===== config.mk =====
export PLATFORM = sky130hd
export DESIGN_NAME = util_mux_arb
export DESIGN_NICKNAME = d
export VERILOG_FILES = /design/src/rtl/util_mux_arb_pkg.sv /design/src/rtl/util_rr_arbiter.sv /design/src/rtl/util_mux_arb.sv
export SDC_FILE = /design/constraint.sdc
export NUM_CORES = 1
export LEC_CHECK = 0
export BUFFER_PORTS_ARGS = -buffer_cell sky130_fd_sc_hd__buf_4
export CORE_MARGIN = 10
export CORE_UTILIZATION = 42
export CTS_CLUSTER_DIAMETER = 50
export DETAILED_ROUTE_END_ITERATION = 8
export GPL_ROUTABILITY_DRIVEN = 0
export HOLD_SLACK_MARGIN = 0.02
export PLACE_DENSITY = 0.79
export REMOVE_ABC_BUFFERS = 1
export SETUP_SLACK_MARGIN = 0.02
export SLEW_MARGIN = 10
export SYNTH_ARGS = -nofsm -noshare
export SYNTH_HDL_FRONTEND = slang
export SYNTH_SLANG_ARGS = --single-unit
export TNS_END_PERCENT = 1

===== constraint.sdc =====
create_clock -name clk -period 2.34 [get_ports clk]
set_clock_uncertainty 0.15 [all_clocks]
set_input_delay 0.468 -clock clk [delete_from_list [all_inputs] [get_ports clk]]
set_output_delay 0.468 -clock clk [all_outputs]
set_load 0.03 [all_outputs]

===== src/rtl/util_mux_arb_pkg.sv =====
// Shared types and limits for the utility multiplexer/arbiter family.
package util_pkg;

  typedef enum logic [1:0] {
    MUX_SEL  = 2'd0,
    MUX_PRIO = 2'd1,
    MUX_RR   = 2'd2
  } mux_mode_t;

  typedef enum logic {
    ST_UNLOCKED = 1'b0,
    ST_LOCKED   = 1'b1
  } lock_state_t;

  localparam int UTIL_MUX_MAX_N = 16;

endpackage


===== src/rtl/util_rr_arbiter.sv =====
// Combinational rotating-priority picker: first requester at or after ptr,
// wrapping to the lowest requester below ptr.
module util_rr_arbiter #(
  parameter  int N    = 4,
  localparam int SELW = $clog2(N)
) (
  input  logic [N-1:0]    req,
  input  logic [SELW-1:0] ptr,
  output logic [SELW-1:0] gnt_idx,
  output logic            gnt_any
);

  // Descending scans let the lowest matching index win; the second pass
  // overrides the wrap-around pick whenever a requester sits at or above ptr.
  always_comb begin
    gnt_idx = '0;
    gnt_any = 1'b0;
    for (int c = N - 1; c >= 0; c--) begin
      if (req[c]) begin
        gnt_idx = SELW'(c);
        gnt_any = 1'b1;
      end
    end
    for (int c = N - 1; c >= 0; c--) begin
      if (req[c] && (SELW'(c) >= ptr)) begin
        gnt_idx = SELW'(c);
      end
    end
  end

endmodule


===== src/rtl/util_mux_arb.sv =====
// N-channel valid/ready multiplexer with select, fixed-priority or round-robin
// grant, burst locking until the last beat, and one registered output stage.
module util_mux_arb
  import util_pkg::*;
#(
  parameter  int        W    = 8,
  parameter  int        N    = 4,
  parameter  mux_mode_t MODE = MUX_SEL,
  localparam int        SELW = $clog2(N)
) (
  input  logic            clk,
  input  logic            rst,
  input  logic [SELW-1:0] sel,
  input  logic [N*W-1:0]  in_data,
  input  logic [N-1:0]    in_valid,
  input  logic [N-1:0]    in_last,
  output logic [N-1:0]    in_ready,
  output logic [W-1:0]    out_data,
  output logic            out_last,
  output logic [SELW-1:0] out_chan,
  output logic            out_valid,
  input  logic            out_ready
);

  lock_state_t     state_q;
  logic [SELW-1:0] lock_chan_q;
  logic [SELW-1:0] rr_ptr_q;
  logic [SELW-1:0] rr_ptr_d;
  logic [W-1:0]    out_data_q;
  logic            out_last_q;
  logic [SELW-1:0] out_chan_q;
  logic            out_valid_q;

  logic [SELW-1:0] arb_ptr_s;
  logic [SELW-1:0] arb_idx_s;
  logic            arb_any_s;
  logic [SELW-1:0] grant_s;
  logic            grant_any_s;
  logic            slot_free_s;
  logic            xfer_s;
  logic [W-1:0]    gnt_data_s;
  logic            gnt_last_s;
  logic            gnt_valid_s;
  logic [N-1:0]    in_ready_s;

  // Fixed priority is round-robin with the pointer pinned at channel 0.
  assign arb_ptr_s = (MODE == MUX_RR) ? rr_ptr_q : '0;

  util_rr_arbiter #(.N(N)) u_arb (
    .req     (in_valid),
    .ptr     (arb_ptr_s),
    .gnt_idx (arb_idx_s),
    .gnt_any (arb_any_s)
  );

  always_comb begin
    grant_s     = '0;
    grant_any_s = 1'b0;
    if (state_q == ST_LOCKED) begin
      grant_s     = lock_chan_q;
      grant_any_s = 1'b1;
    end else if (MODE == MUX_SEL) begin
      grant_s     = sel;
      grant_any_s = (32'(sel) < 32'(N));
    end else begin
      grant_s     = arb_idx_s;
      grant_any_s = arb_any_s;
    end
  end

  assign slot_free_s = !out_valid_q || out_ready;

  always_comb begin
    gnt_data_s  = '0;
    gnt_last_s  = 1'b0;
    gnt_valid_s = 1'b0;
    in_ready_s  = '0;
    for (int c = 0; c < N; c++) begin
      if (grant_s == SELW'(c)) begin
        gnt_data_s    = in_data[c*W +: W];
        gnt_last_s    = in_last[c];
        gnt_valid_s   = in_valid[c];
        in_ready_s[c] = slot_free_s && grant_any_s && !rst;
      end
    end
  end

  assign xfer_s   = grant_any_s && slot_free_s && gnt_valid_s;
  assign rr_ptr_d = (grant_s == SELW'(N - 1)) ? '0 : grant_s + 1'b1;

  // Output stage, burst lock FSM and round-robin pointer.
  always_ff @(posedge clk or posedge rst) begin
    if (rst) begin
      state_q     <= ST_UNLOCKED;
      lock_chan_q <= '0;
      rr_ptr_q    <= '0;
      out_data_q  <= '0;
      out_last_q  <= 1'b0;
      out_chan_q  <= '0;
      out_valid_q <= 1'b0;
    end else if (xfer_s) begin
      out_data_q  <= gnt_data_s;
      out_last_q  <= gnt_last_s;
      out_chan_q  <= grant_s;
      out_valid_q <= 1'b1;
      if (gnt_last_s) begin
        state_q <= ST_UNLOCKED;
        if (MODE == MUX_RR) begin
          rr_ptr_q <= rr_ptr_d;
        end
      end else begin
        state_q     <= ST_LOCKED;
        lock_chan_q <= grant_s;
      end
    end else if (out_ready) begin
      out_valid_q <= 1'b0;
    end
  end

  assign in_ready  = in_ready_s;
  assign out_data  = out_data_q;
  assign out_last  = out_last_q;
  assign out_chan  = out_chan_q;
  assign out_valid = out_valid_q;

endmodule


==> results.py <==
metrics = {
    "timing": {
        "max_freq_ghz": 0.455,
        "report.final.slew_viol_count": 0,
        "fin_crit_ns": 2.20,
        "fin_crit_sh_pct": 93.9,
        "relSlewSlack_pct": 66.9,
        "final-hold-violation-count": 0,
        "tightestPinTransition_ns": 0.495,
        "setup_tns_ns": 0,
        "hold_ws_ns": 0.0719,
        "rsz0062_at_grt": "yes",
        "finalSetupViolCount": 0,
    },
    "yosys": {
        "synthArstFlopShare_pct": 100,
        "syn_area_per_cell_sq_um": 13.6,
        "yosysSeqAreaShare_pct": 37.9,
        "synth_commonest_cells": "dfrtp_1 (15), mux4_2 (8), mux2_4 (6)",
        "synthTopCellsByArea": "dfrtp_1 (38%), mux4_2 (18%), mux2_4 (9.1%), mux2_2 (5.7%), buf_6 (3.4%)",
        "syn_area_sq_um": 990,
        "synth_ff_type": "dfrtp_1",
        "synth_seq_cells": 15,
        "synth_edf_count": 0,
        "yosysTopAreaCell": "dfrtp_1",
        "synthCells": 73,
        "synth_top_area_share_pct": 37.9,
        "ys_warn_count": 0,
        "ys_types": 28,
        "synth.most_common_cell": "dfrtp_1",
    },
    "power": {
        "power.total_mw": 2.00,
        "clock_power_share_pct": 7.2,
        "peakVddDrop_v": 0.000747,
        "comb_power_share_pct": 68.0,
        "swShare_pct": 42.5,
        "power.internal_mw": 1.15,
        "powerDensity_nw_per_um2": 1340,
        "switchingPower_mw": 0.852,
        "seq_power_share_pct": 24.8,
        "leakagePower_nw": 0.715,
    },
    "grt": {
        "first_global_vias": 981,
        "grt_usage_pct": 12.9,
        "overflow": 0,
        "antenna_found_initial": 0,
        "grt_max_degree": 17,
        "grt_pass1_wl_um": 4580,
    },
    "final_layout": {
        "fill_cells": 189,
        "layout-drive-gt1-share_pct": 66.4,
        "insertedDiodeCount": 0,
        "fin_nets": 183,
        "synthToLayoutAreaGrowth_pct": 51.3,
        "finalInstanceArea_sq_um": 1500,
    },
    "placed_design": {
        "hpwlAfterDp_um": 2560,
        "port_buffers": 60,
        "place_area_sq_um": 1470,
    },
    "drt": {
        "wl_per_cell_um": 17.7,
        "dr_wl_met3_um": 511,
        "wirelength_met1_um": 1030,
        "drtIter0Drc": 17,
        "drt_pass1_iterations": 4,
        "route.detailed.drc": 0,
        "vias": 881,
        "viasPerCell": 5.34,
        "highest_layer": "met4",
        "dr_wl_met2_um": 1370,
        "routed_wl_um": 2920,
        "ant_nets": 0,
    },
    "worst_setup_path": {
        "worst_setup_path_start_kind": "flop",
        "path_class": "reg -> out",
        "cp_max_fo": 9,
        "cp-end-kind": "output port",
        "cp.arrival_ns": 1.58,
        "crit_required_ns": 1.72,
    },
    "status": {
        "outcome": "finished clean",
    },
    "clocking": {
        "cts-root-buf": "clkbuf_4",
        "clk_path_buf_depth": 2,
        "cts_tree": "done",
        "clkTransAtPathRegs_ns": 0.09,
        "clk_latency_ns": 0.28,
        "htree_levels": 1,
        "cts.sinks": 15,
        "cts_buffers": 3,
        "postCtsSetupRepairBufs": 0,
    },
    "floorplanning": {
        "die_h_um": 68.5,
        "start_util_pct": 44.3,
        "die_w_um": 68.5,
        "ios": 61,
        "dieArea_sq_um": 4700,
        "rows": 17,
        "core_sq_um": 2230,
    },
    "worst_hold_path": {
        "hold_path_class": "in -> async",
    },
    "job": {
        "maxCapViolations": 0,
    },
}
==> logic make-up after synthesis <==
group	share of synthesized area [%]
AO/OA/AOI/OAI	8.72
buffers and inverters	4.55
flip-flops	37.9
multiplexers	36.7
AND/OR/NAND/NOR	12.1
==> worst max-delay path, cell delays in order, from the launching register on <==
cell      delay, ns
dfrtp_2        0.47
nand2b_1       0.22
and2_1         0.21
nor3_1         0.20
buf_4          0.20
==> power by group through the flow <==
| stage | combinational, mW | clock (mW) | sequential (mW) |
|---|---|---|---|
| 6_report | 1.36 | 0.145 | 0.496 |
| 5_1_grt | 1.46 | 0.164 | 0.521 |
| 4_1_cts | 1.38 | 0.152 | 0.495 |
| 3_5_place_dp | 1.38 | 0 | 0.499 |
| 3_3_place_gp | 1.34 | 0 | 0.492 |
| 2_1_floorplan | 0.737 | 0 | 0.693 |
==> placed cells by master (no fill, tap or decap), types with 2 or more instances in the layout <==
cell / synthesis / routed
inv_1: 2 / 2
nor2_1: 2 / 2
nand2_1: 4 / 3
dfrtp_1: 15 / 14
a21oi_1: 2 / 2
mux4_2: 8 / 8
clkbuf_4: 0 / 3
buf_4: 0 / 64
nand2b_1: 2 / 2
o211ai_1: 2 / 2
o21ai_0: 2 / 2
mux2_4: 6 / 6
nor2b_1: 2 / 2
mux2_2: 5 / 5
nor3_1: 4 / 4
==> sequential cells by signal, summed over array words and instances, names as in the netlist <==
name / flops
out_last: 1
out_data: 8
state_q: 1
out_valid: 1
lock_chan_q: 2
out_chan: 2
==> timing repair <==
action,CTS,global route
setup endpoints to repair,0,4
hold buffers,0,0
gates resized for setup,0,2
==> metrics by stage <==
stage          std cells  setup WS (ns)  util, %
2_1_floorplan         69         0.0549        -
3_3_place_gp         161          0.161     65.7
3_5_place_dp         161         0.0465     65.7
4_1_cts              165         0.0657     66.9
5_1_grt              165         0.0144     67.1
6_report             165          0.142     67.1
==> cell type report <==
type / count / area [sq um] / share of cell area [%]
multi-input cells: 52 / 572 / 38.2
repair buffers: 64 / 480 / 32.1
flip-flops and latches: 15 / 377 / 25.1
well taps: 28 / 35.0 / 2.34
clock buffers: 4 / 26.3 / 1.75
inverters: 2 / 7.51 / 0.501
==> metal layers <==
metal  global-route usage, %  up-vias
li1                        -      417
met1                    13.3      412
met2                    19.8       50
met3                    9.02        2
met4                    5.28        0
met5                       0        -
==> path summary, 6_finish.rpt <==
kind	start	endpoint	cells past startpoint	slack, ns
worst max-delay path	state_q$_DFFE_PP0P_	in_ready[2]	4	0.14
worst min register to register	out_data[4]$_DFFE_PP0P_	out_data[4]$_DFFE_PP0P_	1	0.37
worst min-delay path	rst	out_valid$_DFFE_PP0P_	3	0.07
min in group clk	in_valid[3]	out_valid$_DFFE_PP0P_	3	0.30
max in group asynchronous	rst	state_q$_DFFE_PP0P_	3	1.79
worst max register to register	state_q$_DFFE_PP0P_	lock_chan_q[1]$_DFFE_PP0P_	5	0.15
(Power assumes the default switching activity.)
